`src/rtl/dmem_arb_pkg.sv`:
```
// Shared types for the data-memory arbiter: FSM states, read-owner encoding, mask width.
package dmem_arb_pkg;

    typedef enum logic {
        ARB  = 1'b0,
        LOCK = 1'b1
    } arb_state_e;

    typedef enum logic {
        OWN_M0 = 1'b0,
        OWN_M1 = 1'b1
    } arb_owner_e;

    localparam int MASK_W = 4;

endpackage

```
`src/rtl/arb_wait_counter.sv`:
```
// Saturating 8-bit count of consecutive cycles master 1 was denied; sat_o flags MAX_WAIT.
module arb_wait_counter #(
    parameter int MAX_WAIT = 8
) (
    input  logic       clk_i,
    input  logic       rst_i,
    input  logic       inc_i,
    input  logic       clr_i,
    output logic [7:0] cnt_o,
    output logic       sat_o
);

    localparam logic [7:0] MAX_C = 8'(MAX_WAIT);

    logic [7:0] cnt_r;

    // Counter register: clear wins over increment, and the count holds once saturated.
    always_ff @(posedge clk_i) begin
        if (!rst_i) begin
            cnt_r <= 8'd0;
        end else if (clr_i) begin
            cnt_r <= 8'd0;
        end else if (inc_i && (cnt_r != MAX_C)) begin
            cnt_r <= cnt_r + 8'd1;
        end else begin
            cnt_r <= cnt_r;
        end
    end

    // Saturation flag taken straight from the register.
    always_comb begin
        cnt_o = cnt_r;
        sat_o = (cnt_r == MAX_C);
    end

endmodule

```
`src/rtl/dmem_arbiter.sv`:
```
// Two-master arbiter for the data-memory port: core (m0) has priority, m1 is starvation-bounded.
// Optional locked bursts for m1 are compiled in with `define DMEM_ARB_LOCK_EN.
module dmem_arbiter
    import dmem_arb_pkg::*;
#(
    parameter int DW       = 32,
    parameter int AW       = 32,
    parameter int MAX_WAIT = 8
) (
    input  logic              clk_i,
    input  logic              rst_i,
    input  logic              m0_req_i,
    input  logic              m0_we_i,
    input  logic [AW-1:0]     m0_addr_i,
    input  logic [DW-1:0]     m0_wdata_i,
    input  logic [MASK_W-1:0] m0_mask_i,
    input  logic              m1_req_i,
    input  logic              m1_we_i,
    input  logic [AW-1:0]     m1_addr_i,
    input  logic [DW-1:0]     m1_wdata_i,
    input  logic [MASK_W-1:0] m1_mask_i,
    input  logic              m1_lock_i,
    output logic              m0_gnt_o,
    output logic              m1_gnt_o,
    output logic              m0_rvalid_o,
    output logic              m1_rvalid_o,
    output logic [DW-1:0]     m0_rdata_o,
    output logic [DW-1:0]     m1_rdata_o,
    output logic              core_stall_o,
    output logic              mem_we_o,
    output logic [AW-1:0]     mem_addr_o,
    output logic [DW-1:0]     mem_wdata_o,
    output logic [MASK_W-1:0] mem_mask_o,
    input  logic [DW-1:0]     mem_rdata_i
);

    arb_state_e state_r;
    logic       rd_pend_r;
    arb_owner_e rd_owner_r;
    logic       gnt0_s;
    logic       gnt1_s;
    logic       wait_sat_s;
    logic [7:0] wait_cnt_s;
    logic       locked_s;
    logic       rd_ret0_s;
    logic       rd_ret1_s;

`ifdef DMEM_ARB_LOCK_EN
    assign locked_s = (state_r == LOCK);
`else
    logic unused_lock_s;
    assign unused_lock_s = m1_lock_i;
    assign locked_s      = 1'b0;
`endif

    // Grant decision: same-cycle, nothing while in reset, m1 owns the port while locked.
    always_comb begin
        gnt0_s = 1'b0;
        gnt1_s = 1'b0;
        if (!rst_i) begin
            gnt0_s = 1'b0;
            gnt1_s = 1'b0;
        end else if (locked_s) begin
            gnt1_s = m1_req_i;
        end else begin
            case ({m1_req_i, m0_req_i})
                2'b01:   gnt0_s = 1'b1;
                2'b10:   gnt1_s = 1'b1;
                2'b11: begin
                    gnt1_s = wait_sat_s;
                    gnt0_s = ~wait_sat_s;
                end
                default: begin
                    gnt0_s = 1'b0;
                    gnt1_s = 1'b0;
                end
            endcase
        end
    end

    arb_wait_counter #(
        .MAX_WAIT (MAX_WAIT)
    ) u_wait (
        .clk_i (clk_i),
        .rst_i (rst_i),
        .inc_i (m1_req_i & ~gnt1_s),
        .clr_i (~m1_req_i | gnt1_s),
        .cnt_o (wait_cnt_s),
        .sat_o (wait_sat_s)
    );

    // Arbiter FSM plus read-return bookkeeping.
    always_ff @(posedge clk_i) begin
        if (!rst_i) begin
            state_r    <= ARB;
            rd_pend_r  <= 1'b0;
            rd_owner_r <= OWN_M0;
        end else begin
            rd_pend_r  <= (gnt0_s & ~m0_we_i) | (gnt1_s & ~m1_we_i);
            rd_owner_r <= gnt1_s ? OWN_M1 : OWN_M0;
`ifdef DMEM_ARB_LOCK_EN
            case (state_r)
                ARB:     state_r <= (gnt1_s && m1_lock_i) ? LOCK : ARB;
                LOCK:    state_r <= (!m1_req_i || !m1_lock_i) ? ARB : LOCK;
                default: state_r <= ARB;
            endcase
`else
            state_r <= ARB;
`endif
        end
    end

    // Memory port mux; an idle port still presents m0's address and data.
    always_comb begin
        mem_addr_o  = m0_addr_i;
        mem_wdata_o = m0_wdata_i;
        mem_we_o    = 1'b0;
        mem_mask_o  = {MASK_W{1'b0}};
        case ({gnt1_s, gnt0_s})
            2'b01: begin
                mem_we_o   = m0_we_i;
                mem_mask_o = m0_mask_i;
            end
            2'b10: begin
                mem_addr_o  = m1_addr_i;
                mem_wdata_o = m1_wdata_i;
                mem_we_o    = m1_we_i;
                mem_mask_o  = m1_mask_i;
            end
            default: begin
                mem_we_o   = 1'b0;
                mem_mask_o = {MASK_W{1'b0}};
            end
        endcase
    end

    // Read return: a pending read is dropped if reset is asserted in its return cycle.
    always_comb begin
        rd_ret0_s    = rst_i & rd_pend_r & (rd_owner_r == OWN_M0);
        rd_ret1_s    = rst_i & rd_pend_r & (rd_owner_r == OWN_M1);
        m0_gnt_o     = gnt0_s;
        m1_gnt_o     = gnt1_s;
        core_stall_o = m0_req_i & ~gnt0_s;
        m0_rvalid_o  = rd_ret0_s;
        m1_rvalid_o  = rd_ret1_s;
        m0_rdata_o   = rd_ret0_s ? mem_rdata_i : {DW{1'b0}};
        m1_rdata_o   = rd_ret1_s ? mem_rdata_i : {DW{1'b0}};
    end

endmodule

```
`config.mk`:
```
export PLATFORM = sky130hd
export DESIGN_NAME = dmem_arbiter
export DESIGN_NICKNAME = d
export VERILOG_FILES = /design/src/rtl/dmem_arb_pkg.sv /design/src/rtl/arb_wait_counter.sv /design/src/rtl/dmem_arbiter.sv
export SDC_FILE = /design/constraint.sdc
export NUM_CORES = 1
export LEC_CHECK = 0
export ABC_AREA = 1
export CAP_MARGIN = 10
export CORE_AREA = 2 2 122 124
export DETAILED_ROUTE_END_ITERATION = 7
export DIE_AREA = 0 0 124 126
export GPL_ROUTABILITY_DRIVEN = 0
export PLACE_DENSITY = 0.62
export SETUP_SLACK_MARGIN = 0.15
export SYNTH_ARGS = -nofsm -noshare
export SYNTH_HDL_FRONTEND = slang
export SYNTH_HIERARCHICAL = 1
export SYNTH_SLANG_ARGS = --single-unit
```
`constraint.sdc`:
```
create_clock -name clk_i -period 4.97 [get_ports clk_i]
set_input_delay 0.7455 -clock clk_i [delete_from_list [all_inputs] [get_ports clk_i]]
set_output_delay 0.7455 -clock clk_i [all_outputs]
set_load 0.02 [all_outputs]
```
=== Word-level counts from Yosys, hierarchy flattened ===
Index checks and enable logic that the tools add are counted.

* Multiplexer cells: 11
* Bitwise operators: 17
* Equal/unequal tests: 7
* $add $sub $neg: 1
* Reductions and logical operators: 2

{| class="wikitable"
|+ Operators by type and width
! cell !! number
|-
| 2-to-1 mux 32 bit || 4
|-
| adder 8 x 1 -> 8 bit, second input constant || 1
|-
| equality test 8 x 4 -> 1 bit, second input constant || 1
|-
| inequality test 8 x 4 -> 1 bit, second input constant || 1
|-
| inverter 1 bit || 8
|-
| case mux 4 bit (2 select lines) || 1
|-
| bitwise AND 1 bit || 7
|-
| equality test 2 bit, second input constant || 3
|-
| case mux 1 bit (2 select lines) || 3
|-
| equality test 2 x 1 -> 1 bit, second input constant || 2
|-
| 2-to-1 mux 1 bit || 3
|-
| OR 1 bit || 2
|-
| OR reduction 2 bit || 1
|-
| logical AND 1 bit || 1
|}

* Output and inout bits: 138
* Bits of input ports: 175
* Logic and storage cells: 41
* Bits in registers: 10

=== Logic depth before layout (Yosys ltp) ===
* Word-level depth: 6
* Depth in mapped cells: 13
* Gate-level depth less buffers: 13

=== Hierarchy ===
Netlist, hierarchy kept.

{| class="wikitable"
|+ Modules (own cells, without submodules)
! module !! cells an instance !! area an instance (µm²) !! instances
|-
| dmem_arbiter || 353 || 1551.5 || 1
|-
| arb_wait_counter || 76 || 496.7 || 1
|}

=== Worst setup path before layout ===
OpenSTA, ideal clock, no wires.

* Path type: flip-flop to output port
* Start point: register u_wait.cnt_r[0], in the netlist u_wait/cnt_o[0]
* End point: output port mem_addr_o[25]
* Cell stages (with the launch flop): 11
* Arrival time: 2.487 ns
* Path buffers: 2
* Path slack: 1.737 ns
* Cell sequence: dfxtp_1 -> inv_1 -> ha_1 -> nand3_2 -> nor2_2 -> a21oi_1 -> inv_1 -> ha_1 -> buf_4 -> buf_4 -> o21ai_0

* Longest elaborated chain between the ends: 6
* Elaborated cells between the ends (all ways): 8
* Classes of those cells: eq/ne: 2; mux: 5; bitwise: 1

{| class="wikitable"
|+ RTL lines
! what !! RTL line !! source
|-
| from (decl) || arb_wait_counter.sv:15 || <nowiki>logic [7:0] cnt_r;</nowiki>
|-
| from (signal assigned) || arb_wait_counter.sv:24 || <nowiki>cnt_r <= cnt_r + 8'd1;</nowiki>
|-
| from (signal assigned) || arb_wait_counter.sv:26 || <nowiki>cnt_r <= cnt_r;</nowiki>
|-
| equality test 8 x 4 -> 1 bit || arb_wait_counter.sv:33 || <nowiki>sat_o = (cnt_r == MAX_C);</nowiki>
|-
| via wait_sat_s || dmem_arbiter.sv:42 || <nowiki>logic wait_sat_s;</nowiki>
|-
| inverter 1 bit || dmem_arbiter.sv:71 || <nowiki>gnt0_s = ~wait_sat_s;</nowiki>
|-
| case mux 1 bit (2 select lines) || dmem_arbiter.sv:66 || <nowiki>case ({m1_req_i, m0_req_i})</nowiki>
|-
| 2-to-1 mux 1 bit || dmem_arbiter.sv:60 || <nowiki>if (!rst_i) begin</nowiki>
|-
| via m0_gnt_o || dmem_arbiter.sv:23 || <nowiki>output logic m0_gnt_o,</nowiki>
|-
| equality test 2 bit || dmem_arbiter.sv:119 || <nowiki>case ({gnt1_s, gnt0_s})</nowiki>
|-
| 2-to-1 mux 32 bit || dmem_arbiter.sv:119 ||
|-
| to (decl) || dmem_arbiter.sv:31 || <nowiki>output logic [AW-1:0] mem_addr_o,</nowiki>
|}

The timed path passes the listed nets, and every way through them passes these cells.

=== Worst setup path in the final report ===
* Start point: input port rst_i
* End point: output port mem_addr_o[7]

* Longest elaborated chain between the ends: 3
* Elaborated cells between the ends (all ways): 4
* Classes of those cells: eq/ne: 1; mux: 3

{| class="wikitable"
|+ RTL lines
! what !! RTL line !! source
|-
| from (decl) || dmem_arbiter.sv:11 || <nowiki>input logic rst_i,</nowiki>
|-
| 2-to-1 mux 1 bit || dmem_arbiter.sv:60 ||
|-
| equality test 2 bit * || dmem_arbiter.sv:119 ||
|-
| 2-to-1 mux 32 bit * || dmem_arbiter.sv:119 ||
|}

Mark *: on every way between the ends. The rest lies on a longest branch, timed or not.

==> run_results.csv <==
group,metric,value,unit
hold_path,hp-start,"u_wait/cnt_o[7]",
hold_path,whs_path_depth,2,
drt,vias,3388,
floorplanning,core_area,14300,µm²
sta,setup_viol,0,
synth,synthTopCellsByArea,"inv_1 21%, nand2_1 19%, o21ai_0 16%",
synth,synth.top_cell.area_share,20.9,%
layout,fin_nets,910,
setup_path,critPathLaunchType,"input pin",
power,power.density,113,nW/µm²
floorplanning,rows,44,
clock_network,clock-sinks,10,
setup_path,r2r-end,"u_wait/cnt_o[4]",
synth,synth_top_cell_by_area,"inv_1",
synth,avgSynthCellArea,4.77,µm²
sta,finalSetupTns,0,ns
setup_path,critPathArrivalTime,3.39,ns
hold_path,holdCritPathClass,"reg2reg",
global_route,grt_max_degree,59,
sta,slew_headroom,63.6,%
drt,top_layer_used,"met5",
run,cap_violations,0,
drt,post_drt_wl_per_cell,11.9,µm
clock_network,cts_max_level,1,
drt,dr.pass1.iters,4,
drt,dr.first_iter.drc_count,99,
layout,area_growth_syn_to_layout,162,%
setup_path,end_kind,"output port",
sta,worst_pin_slew,0.546,ns
global_route,grt_pass1_vias,3121,
clock_network,root_buffer,"clkbuf_16",
drt,drt.antenna.violating_nets,0,
sta,whs,0.510,ns
place,dp_hpwl,9360,µm
floorplanning,die_area,15600,µm²
clock_network,postCtsSetupRepairBufs,0,
drt,viasPerCell,3.71,
floorplanning,ioPinCount,313,
setup_path,timing.rr.start,"u_wait/cnt_o[0]",
clock_network,clk_latency,0.24,ns
synth,synth-seq-area-share,9.77,%
hold_path,worstHoldEndpoint,"u_wait/cnt_o[7]",
setup_path,crit_fanout,58,
sta,final_hold_viol_count,0,
setup_path,required,4.22,ns
global_route,antenna_found_initial,1,
drt,wl_met1,4330,µm
sta,slew_violations,0,
sta,fin_skew,0.00205,ns
synth,yosysWarnings,6,
layout,regArea,200,µm²
synth,synth_seq_cells,10,
layout,diodes,0,
global_route,grt_pass1_wl,16100,µm
drt,met3_length,1020,µm
synth,syn_nets,608,
layout,num-fill-cells,1553,
power,ir_worst_vdd,0.000106,V
power,leakagePower,2.34,nW
clock_network,cts_resized,0,
synth,synth_area,2050,µm²
floorplanning,die_x,124,µm
sta,rsz0062_at_grt,"no",
synth,synth.distinct_cells,19,
setup_path,regToRegSetupSlack,3.11,ns
sta,fin_crit_sh,83.3,%
status,status,"completed",
drt,routed-wl-met2,5350,µm
clock_network,clkTransAtPathRegs,0.04,ns
clock_network,numCtsBuffers,3,
clock_network,cts_tree,"done",
floorplanning,die_h,126,µm
setup_path,r2r_cells,13,
layout,multi_input_area,1270,µm²
clock_network,cts_hold_buf,0,
global_route,grt_overflow,0,
synth,syn_inst,429,
clock_network,cts_buffer_depth,2,
setup_path,critical_path_class,"in2out",
place,port_buffers,311,
sta,fmax,242,MHz
drt,routed_wl,10900,µm
sta,period_minus_slack,4.14,ns
drt,remaining_drc_errors,0,
global_route,grtUsageTotal,13.0,%
layout,drive_gt1_share,2.61,%
floorplanning,start_util,14.3,%
-- worst max-delay path, cell delays in order --
cell	delay, ns
clkdlybuf4s50_1	0.57
nand2_1	0.12
a21oi_1	0.26
ha_4	0.53
buf_4	0.31
nand2_1	0.07
o21ai_0	0.10
clkdlybuf4s50_1	0.65
-- layer usage --
layer,up-vias,global-route usage [%]
met5,-,0
met4,2,3.04
li1,1848,-
met2,129,23.3
met1,1397,15.4
met3,12,3.31
-- registers in the layout, summed over array words and instances (netlist names) --
signal        count
u_wait/cnt_o      8
rd_pend_r         1
rd_owner_r        1
-- Yosys cell counts (all sizes together) --
| cell | instances |
|---|---|
| nor2 | 80 |
| inv | 116 |
| ha | 4 |
| buf | 15 |
| xor2 | 3 |
| o21ai | 68 |
| clkbuf | 5 |
| nand3 | 7 |
| nand2 | 107 |
| a21oi | 14 |
| dfxtp | 10 |
-- cells by family (layout without fill, tap and decap cells) --
| logic type | count (synthesis) | in the layout | synth area share [%] |
|---|---|---|---|
| simple gates | 194 | 194 | 37.1 |
| buf+inv | 136 | 436 | 28.8 |
| compound gates | 82 | 82 | 20.6 |
| flops | 10 | 10 | 9.77 |
| fa+ha+maj | 4 | 4 | 2.44 |
| xor+xnor | 3 | 3 | 1.28 |
-- power by group --
part	leakage [nW]	total (mW)	internal, mW	switching, mW
clock network	0.0370	0.141	0.104	0.0371
logic	2.23	0.381	0.222	0.159
registers	0.0811	0.0834	0.0822	0.00123
total	2.34	0.606	0.408	0.197
-- cell type report --
class                      instances  share of cell area, %
sequential                        10                   3.73
inverter                         116                   8.11
multi-input combinational        283                   23.7
timing repair buffer             317                   58.8
tap                              184                   4.29
clock buffer                       3                   1.40
-- layout by cell type (no fill, tap or decap), types with 6 or more instances in the layout --
master	n
nor2_1	76
o21ai_0	67
clkdlybuf4s50_1	311
dfxtp_1	10
nand2_1	106
nand3_1	6
inv_1	114
a21oi_1	14
buf_4	6
-- metrics by stage --
| step | cell area (µm²) | util (%) | power [mW] | worst slack, ns | std cells |
|---|---|---|---|---|---|
| after floorplan | 2050 | - | 0.219 | 1.74 | 429 |
| after global placement | 5290 | 37.0 | 0.466 | 0.832 | 910 |
| after detailed placement | 5290 | 37.0 | 0.467 | 0.800 | 910 |
| after CTS | 5370 | 37.5 | 0.613 | 0.795 | 913 |
| after global routing | 5370 | 37.5 | 0.645 | 0.627 | 913 |
| final | 5370 | 37.5 | 0.606 | 0.831 | 913 |
-- worst max path at each step --
| stage | startpoint | cells past startpoint | endpoint |
|---|---|---|---|
| after floorplan | u_wait/cnt_o[0] | 10 | mem_addr_o[25] |
| after global placement | rst_i | 8 | mem_wdata_o[22] |
| after detailed placement | rst_i | 8 | mem_wdata_o[22] |
| after CTS | rst_i | 8 | mem_wdata_o[22] |
| after global routing | rst_i | 8 | mem_mask_o[1] |
| final | rst_i | 8 | mem_addr_o[7] |
No activity file was read; power rests on OpenSTA's default activity.
